`src/rtl/debug_mem_sequencer.sv`:
```
// debug_mem_sequencer
// Takes over the memory port once the CPU halts and reads words one at a time for the
// board display. The start address comes from switches. Reads advance on a debounced key
// press or on an auto-scan dwell timer. The captured word and its address feed the
// HEX/LED display.

module debug_mem_sequencer #(
    parameter int unsigned RAM_LAT      = 2,
    parameter int unsigned DEBOUNCE_CYC = 16,
    parameter int unsigned DWELL_CYC    = 50000000
) (
    input  logic        CLK,
    input  logic        nRST,
    input  logic        halt,
    input  logic        step_n,
    input  logic        auto_en,
    input  logic [15:0] base_addr,
    input  logic [31:0] load,
    output logic        tbCTRL,
    output logic        REN,
    output logic [31:0] addr,
    output logic [31:0] disp_data,
    output logic [15:0] disp_addr,
    output logic        disp_valid,
    output logic        busy
);

    localparam int unsigned LatW = (RAM_LAT > 1) ? $clog2(RAM_LAT) : 1;
    localparam int unsigned DbW  = (DEBOUNCE_CYC > 1) ? $clog2(DEBOUNCE_CYC) : 1;
    localparam int unsigned DwW  = (DWELL_CYC > 1) ? $clog2(DWELL_CYC) : 1;

    localparam logic [LatW-1:0] LatLast = LatW'(RAM_LAT - 1);
    localparam logic [DbW-1:0]  DbLast  = DbW'(DEBOUNCE_CYC - 1);
    localparam logic [DwW-1:0]  DwLast  = DwW'(DWELL_CYC - 1);

    typedef enum logic [2:0] {
        StIdle,
        StArm,
        StRead,
        StCapture,
        StHold
    } state_e;

    state_e state_q, state_d;

    // Key synchronizer and debouncer
    logic [1:0]     key_sync_q;
    logic           key_s;
    logic           db_level_q, db_level_d;
    logic [DbW-1:0] db_cnt_q, db_cnt_d;
    logic           press_q, press_d;

    // Datapath: current word index, base snapshot, latency and dwell counters
    logic [13:0]    cur_q, cur_d;
    logic [13:0]    bsnap_q, bsnap_d;
    logic [LatW-1:0] lat_q, lat_d;
    logic [DwW-1:0] dwell_q, dwell_d;

    // Next values of the registered outputs
    logic           tbctrl_d, ren_d, busy_d, disp_valid_d;
    logic [31:0]    disp_data_d;
    logic [15:0]    disp_addr_d;

    logic           restart;
    logic           advance;

    // Byte-select bits of the switch address have no meaning for word reads.
    logic           unused_base_lo;
    assign unused_base_lo = ^base_addr[1:0];

    assign key_s   = key_sync_q[1];
    assign restart = (base_addr[15:2] != bsnap_q);
    assign advance = auto_en ? (dwell_q == DwLast) : press_q;
    assign addr    = {16'h0000, cur_q, 2'b00};

    // Two-flop synchronizer for the raw key; released (1) out of reset
    always_ff @(posedge CLK or negedge nRST) begin
        if (!nRST) begin
            key_sync_q <= 2'b11;
        end else begin
            key_sync_q <= {key_sync_q[0], step_n};
        end
    end

    // Debounce: accept a new level after DEBOUNCE_CYC consecutive differing samples
    always_comb begin
        db_cnt_d   = '0;
        db_level_d = db_level_q;
        if (key_s != db_level_q) begin
            if (db_cnt_q == DbLast) begin
                db_level_d = key_s;
            end else begin
                db_cnt_d = db_cnt_q + 1'b1;
            end
        end
        press_d = db_level_q & ~db_level_d;
    end

    // Debounced level, its stability counter and the one-cycle press pulse
    always_ff @(posedge CLK or negedge nRST) begin
        if (!nRST) begin
            db_level_q <= 1'b1;
            db_cnt_q   <= '0;
            press_q    <= 1'b0;
        end else begin
            db_level_q <= db_level_d;
            db_cnt_q   <= db_cnt_d;
            press_q    <= press_d;
        end
    end

    // FSM state register
    always_ff @(posedge CLK or negedge nRST) begin
        if (!nRST) begin
            state_q <= StIdle;
        end else begin
            state_q <= state_d;
        end
    end

    // FSM next state; losing halt overrides everything
    always_comb begin
        state_d = state_q;
        unique case (state_q)
            StIdle: begin
                if (halt) begin
                    state_d = StArm;
                end
            end
            StArm: begin
                state_d = StRead;
            end
            StRead: begin
                if (lat_q == LatLast) begin
                    state_d = StCapture;
                end
            end
            StCapture: begin
                state_d = StHold;
            end
            StHold: begin
                // A new start address wins over a pending advance
                if (restart) begin
                    state_d = StArm;
                end else if (advance) begin
                    state_d = StRead;
                end
            end
            default: begin
                state_d = StIdle;
            end
        endcase
        if (!halt) begin
            state_d = StIdle;
        end
    end

    // FSM outputs and datapath next values, keyed on the transition being taken
    always_comb begin
        cur_d        = cur_q;
        bsnap_d      = bsnap_q;
        lat_d        = '0;
        dwell_d      = '0;
        disp_data_d  = disp_data;
        disp_addr_d  = disp_addr;
        disp_valid_d = disp_valid;
        tbctrl_d     = (state_d != StIdle);
        ren_d        = (state_d == StRead);
        busy_d       = (state_d == StRead);
        unique case (state_q)
            StArm: begin
                if (state_d == StRead) begin
                    cur_d        = base_addr[15:2];
                    bsnap_d      = base_addr[15:2];
                    disp_valid_d = 1'b0;
                end
            end
            StRead: begin
                if (state_d == StRead) begin
                    lat_d = lat_q + 1'b1;
                end else if (state_d == StCapture) begin
                    // load is valid on the last latency cycle only
                    disp_data_d  = load;
                    disp_addr_d  = {cur_q, 2'b00};
                    disp_valid_d = 1'b1;
                end
            end
            StHold: begin
                if (state_d == StHold && auto_en) begin
                    dwell_d = dwell_q + 1'b1;
                end
                if (state_d == StRead) begin
                    // 14-bit word index: 0xFFFC wraps to 0x0000
                    cur_d = cur_q + 14'd1;
                end
            end
            default: begin
            end
        endcase
    end

    // Datapath registers
    always_ff @(posedge CLK or negedge nRST) begin
        if (!nRST) begin
            cur_q   <= '0;
            bsnap_q <= '0;
            lat_q   <= '0;
            dwell_q <= '0;
        end else begin
            cur_q   <= cur_d;
            bsnap_q <= bsnap_d;
            lat_q   <= lat_d;
            dwell_q <= dwell_d;
        end
    end

    // Registered outputs
    always_ff @(posedge CLK or negedge nRST) begin
        if (!nRST) begin
            tbCTRL     <= 1'b0;
            REN        <= 1'b0;
            busy       <= 1'b0;
            disp_data  <= '0;
            disp_addr  <= '0;
            disp_valid <= 1'b0;
        end else begin
            tbCTRL     <= tbctrl_d;
            REN        <= ren_d;
            busy       <= busy_d;
            disp_data  <= disp_data_d;
            disp_addr  <= disp_addr_d;
            disp_valid <= disp_valid_d;
        end
    end

endmodule

```
`config.mk`:
```
export PLATFORM = sky130hd
export DESIGN_NAME = debug_mem_sequencer
export DESIGN_NICKNAME = d
export VERILOG_FILES = /design/src/rtl/debug_mem_sequencer.sv
export SDC_FILE = /design/constraint.sdc
export NUM_CORES = 1
export LEC_CHECK = 0
export CAP_MARGIN = 20
export CORE_AREA = 2 2 118 166
export CTS_CLUSTER_SIZE = 10
export DETAILED_ROUTE_END_ITERATION = 12
export DIE_AREA = 0 0 120 168
export HOLD_SLACK_MARGIN = 0.1
export PLACE_DENSITY = 0.59
export SLEW_MARGIN = 25
export SYNTH_ARGS = -nofsm -noshare
export SYNTH_HDL_FRONTEND = slang
export SYNTH_SLANG_ARGS = --single-unit
export TNS_END_PERCENT = 10
```
`constraint.sdc`:
```
create_clock -name CLK -period 6.8 [get_ports CLK]
set_input_delay 0.68 -clock CLK [delete_from_list [all_inputs] [get_ports CLK]]
set_output_delay 0.68 -clock CLK [all_outputs]
set_load 0.02 [all_outputs]
```
==> results.yml <==
sta:
  setup_viol: 0
  tightest_slew_ns: 1.02
  finClkSkew_ns: 0.00685
  finalHoldViolations: 0
  relSlewSlack_pct: 31.7
  slew_viol_final: 0
  rsz0062_at_grt: "no"
  fin_crit_sh_pct: 49.8
  timing.setup.tns_ns: 0
  min_period_ns: 3.38
  max_freq_ghz: 0.296
logic_synthesis:
  synth_warnings: 0
  synth_top_area_cell: "dfrtp_1"
  ys_top_cells_by_area: "dfrtp_1 (51%), mux2_2 (11%), nor2_4 (3.7%)"
  synth.distinct_cells: 57
  postSynthCellCount: 480
  ys.flop_type: "dfrtp_1"
  synthArstFlopShare_pct: 100
  ys_seq_area_share_pct: 52.0
  synthesis.area_um2: 5540
  yosysTopAreaCellShare_pct: 50.6
  synth-seq-cells: 115
  syn_area_per_cell_um2: 11.5
  synth_edf_count: 0
routing:
  final_antenna_net_count: 0
  dr.max_layer_used: "met5"
  finalWirelength_um: 12600
  drc: 0
  drt_iter0_markers: 238
  dr_wl_met2_um: 6930
  firstDrtPassIters: 4
  num_vias: 3985
  m1WireLength_um: 4750
  via_per_inst: 4.64
  routed-wl-met3_um: 596
  wl_per_cell_um: 14.7
cts:
  clkSinkCount: 115
  htree_num_levels: 4
  cts_resized: 0
  cts_root_buf: "clkbuf_16"
  path_clk_slew_ns: 0.06
  holdBufCountCts: 0
  post_cts_buffers: 0
  cts_tree: "yes"
  numCtsBuffers: 17
  clockBufferDepth: 2
  clk_latency_ns: 0.41
critical_path:
  crit_arrival_ns: 3.67
  startpoint: "base_addr[3]"
  endpoint_kind: "register"
  path_class: "in -> reg"
  worstReg2RegEnd: "cur_q[7]$_DFFE_PN0P_"
  r2r_cells: 6
  crit_required_ns: 7.09
  rrSetupSlack_ns: 3.57
  start_kind: "primary input"
  regToRegStartpoint: "state_q[1]$_DFF_PN0_"
  crit_end: "cur_q[7]$_DFFE_PN0P_"
  path_max_fanout: 12
layout:
  postLayoutCoreUtil_pct: 39.6
  final_cell_mix: "clkdlybuf4s50_1 (113), dfrtp_1 (112), mux2_2 (53)"
  final_nets: 653
  final_common_cell: "clkdlybuf4s50_1"
  syn2layout_area_growth_pct: 34.7
  antenna_cells: 0
  drive_above_1_share_pct: 20.0
global_route:
  antenna_found_initial: 1
  grt_pass1_wl_um: 20700
  track_usage_pct: 13.0
  grt_max_degree: 86
  overflow: 0
  grt_pass1_vias: 4093
floorplan:
  ioPinCount: 137
  initial_utilization_pct: 29.4
  die-area_um2: 20200
  dieHeight_um: 168
  die_w_um: 120
  core_um2: 18800
  rows: 60
power_and_ir_drop:
  p_per_area_nw_per_um2: 293
  p_int_mw: 1.56
  switchingPower_uw: 630
  ir_drop_mv: 0.180
  p_sw_share_pct: 28.8
  p_comb_share_pct: 18.6
  clkPwrFrac_pct: 42.2
  p_leak_nw: 3.04
  p_seq_share_pct: 39.2
place:
  routabilityCongestion: 0.771
  port_buffers: 114
  dp_hpwl_um: 9010
run:
  maxCapViolCount: 0
hold_path:
  hold_class: "in -> async"
status:
  outcome: "complete, no violations"
[synth_stat cells, drive strengths merged, types with 5 or more instances]
cell type  instances
a21oi             16
a31oi             11
and3               7
buf               28
clkbuf            12
dfrtp            112
inv               12
mux2              60
nand2             26
nand2b             5
nand3             20
nand4             11
nor2              42
nor2b              6
nor3              12
o21ai             17
xnor2             18
xor2              22
[metrics by stage]
stage	instance area [um^2]	hold slack, ns	instances	setup WS [ns]	power, mW
4_1_cts	7460	0.197	858	3.38	2.21
6_report	7460	0.198	858	3.42	2.19
3_3_place_gp	6840	0.347	826	3.01	1.27
2_1_floorplan	5610	0.345	499	4.32	1.08
3_5_place_dp	6840	0.348	826	2.95	1.28
5_1_grt	7460	0.217	858	3.24	2.29
[per-layer routing]
metal	vias to the layer above	global-route usage (%)
met5	-	0
met4	2	5.73
met3	24	3.22
met2	118	23.9
met1	1966	13.8
li1	1875	-
[sequential cells by signal, summed over array words and instances, names as in the netlist, 2 cells and up]
name	flops
disp_data	32
dwell_q	26
bsnap_q	14
cur_q	14
disp_addr	14
db_cnt_q	4
state_q	3
key_sync_q	2
[cell families (layout without fill, tap and decap cells)]
kind of cell    after synthesis  count (layout)  synth area share (%)
simple gates                151             151                  16.6
flops                       115             115                  52.0
mux                          60              60                  12.2
compound gates               58              58                  6.42
buf+inv                      52             163                  5.72
xor+xnor                     40              40                  6.33
fa+ha+maj                     3               3                 0.678
other cells                   1              20                0.0677
[final cells by class]
cell class              instances  area [um^2]
repair buffers                119         1180
inverters                      12         45.0
clock inverters                14          178
flip-flops and latches        115         2880
well taps                     248          310
fillers                      1803        11400
multi-input cells             332         2420
clock buffers                  18          439
[critical path, stage by stage]
cell and delay, ns:
clkdlybuf4s50_1 0.49, xor2_1 0.18, nor4_1 0.47, nand4_2 0.24, a21oi_1 0.84, o31ai_1 0.35
o32a_1 0.42
[power by group through the flow]
stage / clock (mW) / sequential, mW / combinational (mW)
after floorplan: 0 / 0.913 / 0.163
after detailed placement: 0 / 0.868 / 0.410
final: 0.923 / 0.858 / 0.407
after global placement: 0 / 0.863 / 0.403
after global routing: 0.978 / 0.871 / 0.438
after CTS: 0.947 / 0.856 / 0.412
[worst min path at each step]
stage                            startpoint                         to  slack (ns)
detailed placement  key_sync_q[0]$_DFF_PN1_    key_sync_q[1]$_DFF_PN1_        0.35
CTS                                    nRST  disp_addr[13]$_DFFE_PN0P_        0.20
global route                           nRST      cur_q[11]$_DFFE_PN0P_        0.22
finish                                 nRST       cur_q[8]$_DFFE_PN0P_        0.20
global placement    key_sync_q[0]$_DFF_PN1_    key_sync_q[1]$_DFF_PN1_        0.35
floorplan           key_sync_q[0]$_DFF_PN1_    key_sync_q[1]$_DFF_PN1_        0.35
Note: power is estimated with default switching activity, not from simulation.
